==> config.mk <==
export PLATFORM = sky130hd
export DESIGN_NAME = lib_decmps_seq
export DESIGN_NICKNAME = d
export VERILOG_FILES = /design/src/rtl/lib_decmps_seq.sv
export SDC_FILE = /design/constraint.sdc
export NUM_CORES = 1
export LEC_CHECK = 0
export CORE_ASPECT_RATIO = 2
export CORE_MARGIN = 2
export CORE_UTILIZATION = 40
export CTS_CLUSTER_SIZE = 16
export DETAILED_ROUTE_END_ITERATION = 8
export GPL_TIMING_DRIVEN = 1
export PLACE_DENSITY = 0.71
export SETUP_SLACK_MARGIN = 0.5
export SYNTH_ARGS = -nofsm -noshare
export SYNTH_HDL_FRONTEND = slang
export SYNTH_SLANG_ARGS = --single-unit
==> constraint.sdc <==
create_clock -name clk -period 10.9 [get_ports clk]
set_input_delay 2.18 -clock clk [delete_from_list [all_inputs] [get_ports clk]]
set_output_delay 2.18 -clock clk [all_outputs]
set_load 0.01 [all_outputs]
==> src/rtl/lib_decmps_seq.sv <==
// Decomposes a vector into its set bits, issuing up to LANES one-hot vectors per beat
// under a valid/ready handshake on both sides.
module lib_decmps_seq #(
   parameter int unsigned WIDTH   = 16,
   parameter int unsigned LANES   = 4,
   parameter int unsigned LSB_MSB = 0
) (
   input  logic                                clk,
   input  logic                                rstn,
   input  logic [WIDTH-1:0]                    vect_i,
   input  logic                                vld_i,
   output logic                                rdy_o,
   output logic [LANES-1:0][WIDTH-1:0]         onehot_o,
   output logic [LANES-1:0]                    lane_vld_o,
   output logic [$clog2(LANES+1)-1:0]          cnt_o,
   output logic                                vld_o,
   input  logic                                rdy_i,
   output logic                                last_o
);

   localparam int unsigned CW = $clog2(LANES + 1);
   localparam int unsigned PW = $clog2(WIDTH + 1);

   typedef enum logic {IDLE, BUSY} state_t;

   state_t           state_q, state_d;
   logic [WIDTH-1:0] residual_q, residual_d;
   logic [WIDTH-1:0] scan;
   logic [WIDTH-1:0] pick;
   logic [WIDTH-1:0] issued;
   logic [PW-1:0]    pop;

   function automatic logic [WIDTH-1:0] bit_rev(input logic [WIDTH-1:0] v);
      logic [WIDTH-1:0] r;
      r = '0;
      for (int unsigned i = 0; i < WIDTH; i++) begin
         r[i] = v[WIDTH-1-i];
      end
      return r;
   endfunction

   // Peel off set bits one lane at a time; MSB-first order works on the mirrored vector.
   always_comb begin
      scan     = (LSB_MSB != 0) ? bit_rev(residual_q) : residual_q;
      pick     = '0;
      issued   = '0;
      onehot_o = '0;
      for (int unsigned k = 0; k < LANES; k++) begin
         pick        = scan & (~scan + WIDTH'(1));
         scan        = scan & ~pick;
         onehot_o[k] = (LSB_MSB != 0) ? bit_rev(pick) : pick;
         issued      = issued | onehot_o[k];
      end
   end

   always_comb begin
      lane_vld_o = '0;
      cnt_o      = '0;
      for (int unsigned k = 0; k < LANES; k++) begin
         lane_vld_o[k] = |onehot_o[k];
         cnt_o         = cnt_o + CW'(lane_vld_o[k]);
      end
   end

   // Beat is final once the remaining bits fit in one beat.
   always_comb begin
      pop = '0;
      for (int unsigned i = 0; i < WIDTH; i++) begin
         pop = pop + PW'(residual_q[i]);
      end
      last_o = (32'(pop) <= LANES);
   end

   always_ff @(posedge clk or negedge rstn) begin
      if (!rstn) begin
         state_q    <= IDLE;
         residual_q <= '0;
      end else begin
         state_q    <= state_d;
         residual_q <= residual_d;
      end
   end

   // Next state; a new vector may be taken on the final beat for gapless streaming.
   always_comb begin
      state_d    = state_q;
      residual_d = residual_q;
      vld_o      = 1'b0;
      rdy_o      = 1'b0;
      case (state_q)
         IDLE: begin
            rdy_o = 1'b1;
         end
         BUSY: begin
            vld_o = 1'b1;
            rdy_o = last_o & rdy_i;
            if (rdy_i) begin
               if (last_o) begin
                  state_d    = IDLE;
                  residual_d = '0;
               end else begin
                  residual_d = residual_q & ~issued;
               end
            end
         end
      endcase
      if (vld_i && rdy_o) begin
         state_d    = BUSY;
         residual_d = vect_i;
      end
   end

endmodule

==> metrics.yaml <==
synthesis:
  async_flop_share_pct: 100
  synth_common_cells: "60 x nor2_1, 35 x nand2_1, 31 x a21oi_1"
  synthDistinctLibCells: 66
  synth_seq_cells: 17
  synth_area_leaders: "dfrtp_1 15%, nor2_1 7.9%, fa_1 7.7%"
  synth.cell_area_sq_um: 2870
  avgSynthCellArea_sq_um: 7.15
  yosys.cell_count.top_type: "nor2_1"
  synth_edf_count: 0
  yosysSeqAreaShare_pct: 14.8
  syn_inst: 401
  ys.flop_type: "dfrtp_1"
  synth_top_area_share_pct: 14.8
  ys.warnings.count: 0
  synth_top_cell_by_area: "dfrtp_1"
floorplan:
  ioPinCount: 94
  coreArea_sq_um: 6940
  fp.dieW_microns: 63.9
  die_h_microns: 124
  dieArea_sq_um: 7900
  initial_core_util_pct: 41.3
  rows: 43
global_route:
  grt_usage_pct: 24.6
  grt_start_max_net_pins: 23
  antenna_found_initial: 0
  gr-total-overflow: 0
  grt_pass1_wl_mm: 15.4
  grt_pass1_vias: 3238
critical_path:
  rr_worst_depth: 18
  cp_top_family: "adder cells"
  cp-start-kind: "register"
  crit_slowest_cell: "dfrtp_1"
  endpoint_kind: "output pin"
  cp.required_ps: 8720
  reg2reg_to: "residual_q[5]"
  max_stage_delay_ps: 750
  crit_path_max_fanout: 17
  critPathBufInv: 4
  crit_arrival_ps: 5500
  crit_top_cell: "fa_1"
  reg2reg_from: "residual_q[3]"
  crit_type: "reg -> out"
  r2r_setup_slack_ps: 5120
  crit_chain: "fa_1, fa_1, fa_1, inv_1, fa_1, inv_1, ha_1, inv_1, fa_1, nand2b_1, nor4_1, o21ai_0, a21oi_1, nand2_1, nand2_1, clkdlybuf4s50_1"
place:
  place_congestion: 0.917
  pre_cts_ws_ps: 3510
  portBuffers: 87
  dp_hpwl_mm: 7.77
clock_network:
  clock_sink_count: 17
  cts_buffer_depth: 2
  cts_setup_buffers: 0
  cts.clk_slew.worst_paths_ps: 60
  htree_levels: 1
  clkLatencyLatePin_ps: 250
  cts_tree: "yes"
  post_cts_resized: 0
  hold_buffers: 0
  cts-root-buf: "clkbuf_16"
  cts_buffers: 3
timing:
  rsz0062_at_grt: "no"
  setup_ws_ps: 3220
  setup_violations: 0
  period_needed_ps: 7680
  fin_crit_sh_pct: 70.4
  finClkSkew_ps: 3.76
  fmax_mhz: 130
  hold_violations: 0
  tightestPinTransition_ps: 1010
  whs_ps: 604
  relSlewSlack_pct: 32.5
  slew_viol_final: 0
  setup_tns_ps: 0
finish:
  fillers: 682
  drive_gt1_share_pct: 6.38
  multiInputGateArea_sq_um: 2210
  seq_area_sq_um: 425
  area_growth_pct: 33.2
  fin_nets: 513
  fin_util_pct: 55.0
  antenna-diode-count: 0
job:
  cap_violations: 0
route:
  via_count: 3275
  via_per_inst: 5.85
  firstDrtPassIters: 6
  drt_wl_total_mm: 9.84
  detail-route-antenna-nets: 0
  wire_per_inst_microns: 17.6
  drcViolationCount: 0
  drt_iter0_drc: 204
worst_hold_path:
  worstHoldStart: "state_q"
  min_to: "state_q"
  hold_path_class: "reg -> reg"
  min_path_cells: 2
run_status:
  outcome: "finished clean"
-- cells by family (layout without fill, tap and decap cells) --
group	Yosys count	count (layout)	synth area share [%]
other	1	6	0.131
AND/OR/NAND/NOR	190	190	34.7
adder cells (fa/ha/maj)	24	24	13.2
XOR/XNOR	2	2	0.611
flip-flops	17	17	14.8
AO/OA/AOI/OAI	109	109	27.7
buffers and inverters	58	122	8.73
-- how the worst max path moves through the flow --
stage	startpoint	endpoint	slack, ps	depth (start not counted)
detailed placement	residual_q[3]	rdy_o	3510	16
floorplan	residual_q[0]	rdy_o	4620	15
CTS	residual_q[3]	rdy_o	3240	16
global placement	residual_q[3]	rdy_o	3610	16
global route	residual_q[3]	rdy_o	3010	16
finish	residual_q[3]	rdy_o	3220	16
-- layout make-up --
| class | count | share of cell area, % |
|---|---|---|
| multi-input cells | 331 | 57.9 |
| repair buffers | 88 | 23.0 |
| flip-flops and latches | 17 | 11.1 |
| inverters | 30 | 2.95 |
| well taps | 90 | 2.95 |
| clock buffers | 3 | 1.97 |
| clock inverters | 1 | 0.131 |
-- sequential cells by signal, indices dropped and copies added, names as in the netlist --
| signal | flops |
|---|---|
| state_q | 1 |
| residual_q | 16 |
-- metal layers --
| layer | GRT usage [%] | part of all wire (%) | vias up |
|---|---|---|---|
| li1 | - | - | 1547 |
| met1 | 25.0 | 35 | 1544 |
| met2 | 48.9 | 56 | 158 |
| met3 | 3.34 | 5.4 | 26 |
| met4 | 9.65 | 3.6 | 0 |
| met5 | 0 | 0 | - |
-- cells in the final DEF, fill, tap and decap left out, types with 5 or more instances in the layout --
| cell type | count |
|---|---|
| nand3_1 | 5 |
| o21ai_0 | 17 |
| and3_1 | 5 |
| nor3_1 | 26 |
| nor2b_1 | 9 |
| a31oi_1 | 5 |
| a32oi_1 | 5 |
| nand2b_1 | 8 |
| nor2_1 | 60 |
| inv_1 | 29 |
| ha_1 | 11 |
| a21oi_1 | 31 |
| nand2_1 | 35 |
| o21ai_1 | 6 |
| clkdlybuf4s50_1 | 87 |
| fa_1 | 11 |
| and2_1 | 9 |
| conb_1 | 6 |
| dfrtp_1 | 17 |
| nor4_1 | 5 |
-- worst reg2reg max path: cells and delay by family, from the launching register on --
kind	cells	cell delay [ps]
flops	1	750
fa+ha+maj	6	2630
compound gates	4	1020
buf+inv	3	180
simple gates	5	1140
-- through the flow --
step	instances	cell area (sq um)
final	560	3820
after global routing	560	3820
after CTS	560	3820
after detailed placement	556	3740
after global placement	556	3740
after floorplan	406	2890
Power is left out: the tool's default activity adds up to more than one toggle a clock period on the data nets, which glitch-free logic cannot reach.
==> patch, RTL diff (same flow settings) <==
Register the output `cnt_o`, with the module's reset; this adds one clock of latency there. The other outputs are not delayed to match.
--- a/src/rtl/lib_decmps_seq.sv
+++ b/src/rtl/lib_decmps_seq.sv
@@ -22,6 +22,8 @@
    localparam int unsigned PW = $clog2(WIDTH + 1);
 
    typedef enum logic {IDLE, BUSY} state_t;
+
+   logic [$clog2(LANES+1)-1:0] cnt_d;
 
    state_t           state_q, state_d;
    logic [WIDTH-1:0] residual_q, residual_d;
@@ -55,10 +57,10 @@
 
    always_comb begin
       lane_vld_o = '0;
-      cnt_o      = '0;
+      cnt_d      = '0;
       for (int unsigned k = 0; k < LANES; k++) begin
          lane_vld_o[k] = |onehot_o[k];
-         cnt_o         = cnt_o + CW'(lane_vld_o[k]);
+         cnt_d         = cnt_d + CW'(lane_vld_o[k]);
       end
    end
 
@@ -110,5 +112,13 @@
       end
    end
 
+   always_ff @(posedge clk or negedge rstn) begin
+      if (!rstn) begin
+         cnt_o <= '0;
+      end else begin
+         cnt_o <= cnt_d;
+      end
+   end
+
 endmodule
 
Formal check against the unedited RTL: not equivalent (Yosys sat finds a counterexample within 4 cycles, from zero or initial values and one cycle with rstn low).
==> patch against the unedited design <==
- sequential cell count up 3
- critical path depth unchanged
- worst setup slack better by 0.23 ns
- count of clock-buffer cells in the layout up 1
- highest routed layer unchanged
- routed wire length down 4.2%
- non-clock buffer count unchanged
- synthesized area up 2.6%
- die area up 2.5%
- first-iteration DRC count down 23%
- synthesized cell count up 0.75%
- cell area up 2.3%
- via count down 2.1%
Power is not shown: default switching activity piles up to over one toggle a cycle in this logic, so the estimate is an artifact.
==> patch: results (changes against the unedited design) <==
* CTS Buffer Depth at 2 (unchanged)
* Max FO, Critical Path at 17 (unchanged)
* Placed Area at 0.00382 mm2 (+2.1%)
* FF-to-FF setup slack at 5.38 ns (+0.26 ns)
* Hold Slack at 0.605 ns (+0.000939 ns)
* Status: finished clean
* First-pass GRT wire length at 15,100 um (-1.9%)
* Nets at 516 (+0.58%)
* Clock buffers and inverters, area share at 2.27% (+0.18 points)
* Synth top area cells: dfrtp_1 (17%), nor2_1 (7.7%), fa_1 (7.5%)
* Hold EP: state_q
* GP Congestion at 0.936 (+2.1%)
* Multi-input gates at 331 (unchanged)
* Proportion of synthesized area in mux cells at 0% (unchanged)
* Share of cells above drive strength 1 at 6.34% (-0.040 points)
* R2R Path End: residual_q[6]
* Cts bufs inserted at 3 (unchanged)
* Initial DRC count at 157 (-23%)
* Core area at 0.00721 mm2 (+3.9%)
* H-Tree Depth at 1 (unchanged)
* FF+latch count, synth at 20 (+3)
* Synth Area in Compound Gates at 27.0% (-0.71 points)
* Layout clock buffer count at 4 (+1)
* Seq/total area at 12.8% (+1.7 points)
* Multi-input gate share of total cell area at 56.6% (-1.3 points)
* Post-route insts no fill at 565 (+0.89%)
* Crit-path max cell delay at 0.73 ns (-0.02 ns)
* Pre-CTS WS at 3.76 ns (+0.248 ns)
* Post-synthesis xor/xnor area fraction at 0.595% (-0.016 points)
* Max Clock Skew at 0.00182 ns (-0.00194 ns)
* # diodes at 0 (unchanged)
* Vias in the first global route at 3,139 (-3.1%)
* Max_slew headroom at 32.4% (-0.034 points)
* Synth Instances at 404 (+0.75%)
* Regs by FF count: residual_q (16), cnt_o (3), state_q (1)
* Ys async rst share at 100% (unchanged)
* Port buffer count at 87 (unchanged)
* Hold path cells at 2 (unchanged)
* Worst r2r path cells at 18 (unchanged)
* FILL cells at 704 (+3.2%)
* Worst r2r src: residual_q[3]
* Synth cell types at 66 (unchanged)
* Final core occ at 54.1% (-0.87 points)
* Most frequent cells after synthesis: nor2_1 (60), nand2_1 (35), a21oi_1 (31)
* Detailed Routing Iterations Pass 1 at 5 (-1)
* Total GRT Usage at 23.7% (-0.88 points)
* Clk slew on worst S/H paths at 0.06 ns (about the same)
* Final WL at 9430 um (-4.2%)
* Non-clock buffer count in the final layout at 88 (unchanged)
* Largest net degree at the start of global routing at 23 (unchanged)
* Root Buffer: clkbuf_16
* Post-synthesis sequential area ratio at 17.0% (+2.2 points)
* Post-DP HPWL at 7430 um (-4.5%)
* Data arrival, critical path at 5.27 ns (-0.23 ns)
* Inst Count DP at 561 (+0.90%)
* Vias after detailed routing at 3,207 (-2.1%)
* Buffering overhead at 22.5% (-0.51 points)
* Max stage delay cell, worst path: dfrtp_1
* Area share of fa/ha/maj cells after synthesis at 12.9% (-0.34 points)
==> patch: cell types whose count changed after synthesis, sizes merged <==
cell	before	now
dfrtp	17	20
==> patch: worst max path at each step <==
stage / from / end / slack (ns) / depth (start not counted)
after floorplan: residual_q[0] / rdy_o / 4.62 / 15
after global placement: residual_q[3] / rdy_o / 3.88 / 16
after detailed placement: residual_q[3] / rdy_o / 3.76 / 16
after CTS: residual_q[3] / rdy_o / 3.45 / 16
after global routing: residual_q[3] / rdy_o / 3.11 / 16
final: residual_q[3] / rdy_o / 3.45 / 16
==> patch: layer usage <==
layer	wire length [um]	global-route usage (%)	up-vias
met5	0	0	-
met4	411	11.9	0
met3	478	2.52	26
met2	5110	44.1	137
met1	3430	25.6	1494
li1	-	-	1550
==> patch: critical path, delay by kind of cell, from the launching register on <==
kind	cells	cell delay, ns
adders and majority gates	6	2.61
DFF	1	0.73
buffers and inverters	4	0.71
and+or+nand+nor	4	0.51
AOI/OAI and AO/OA	2	0.44
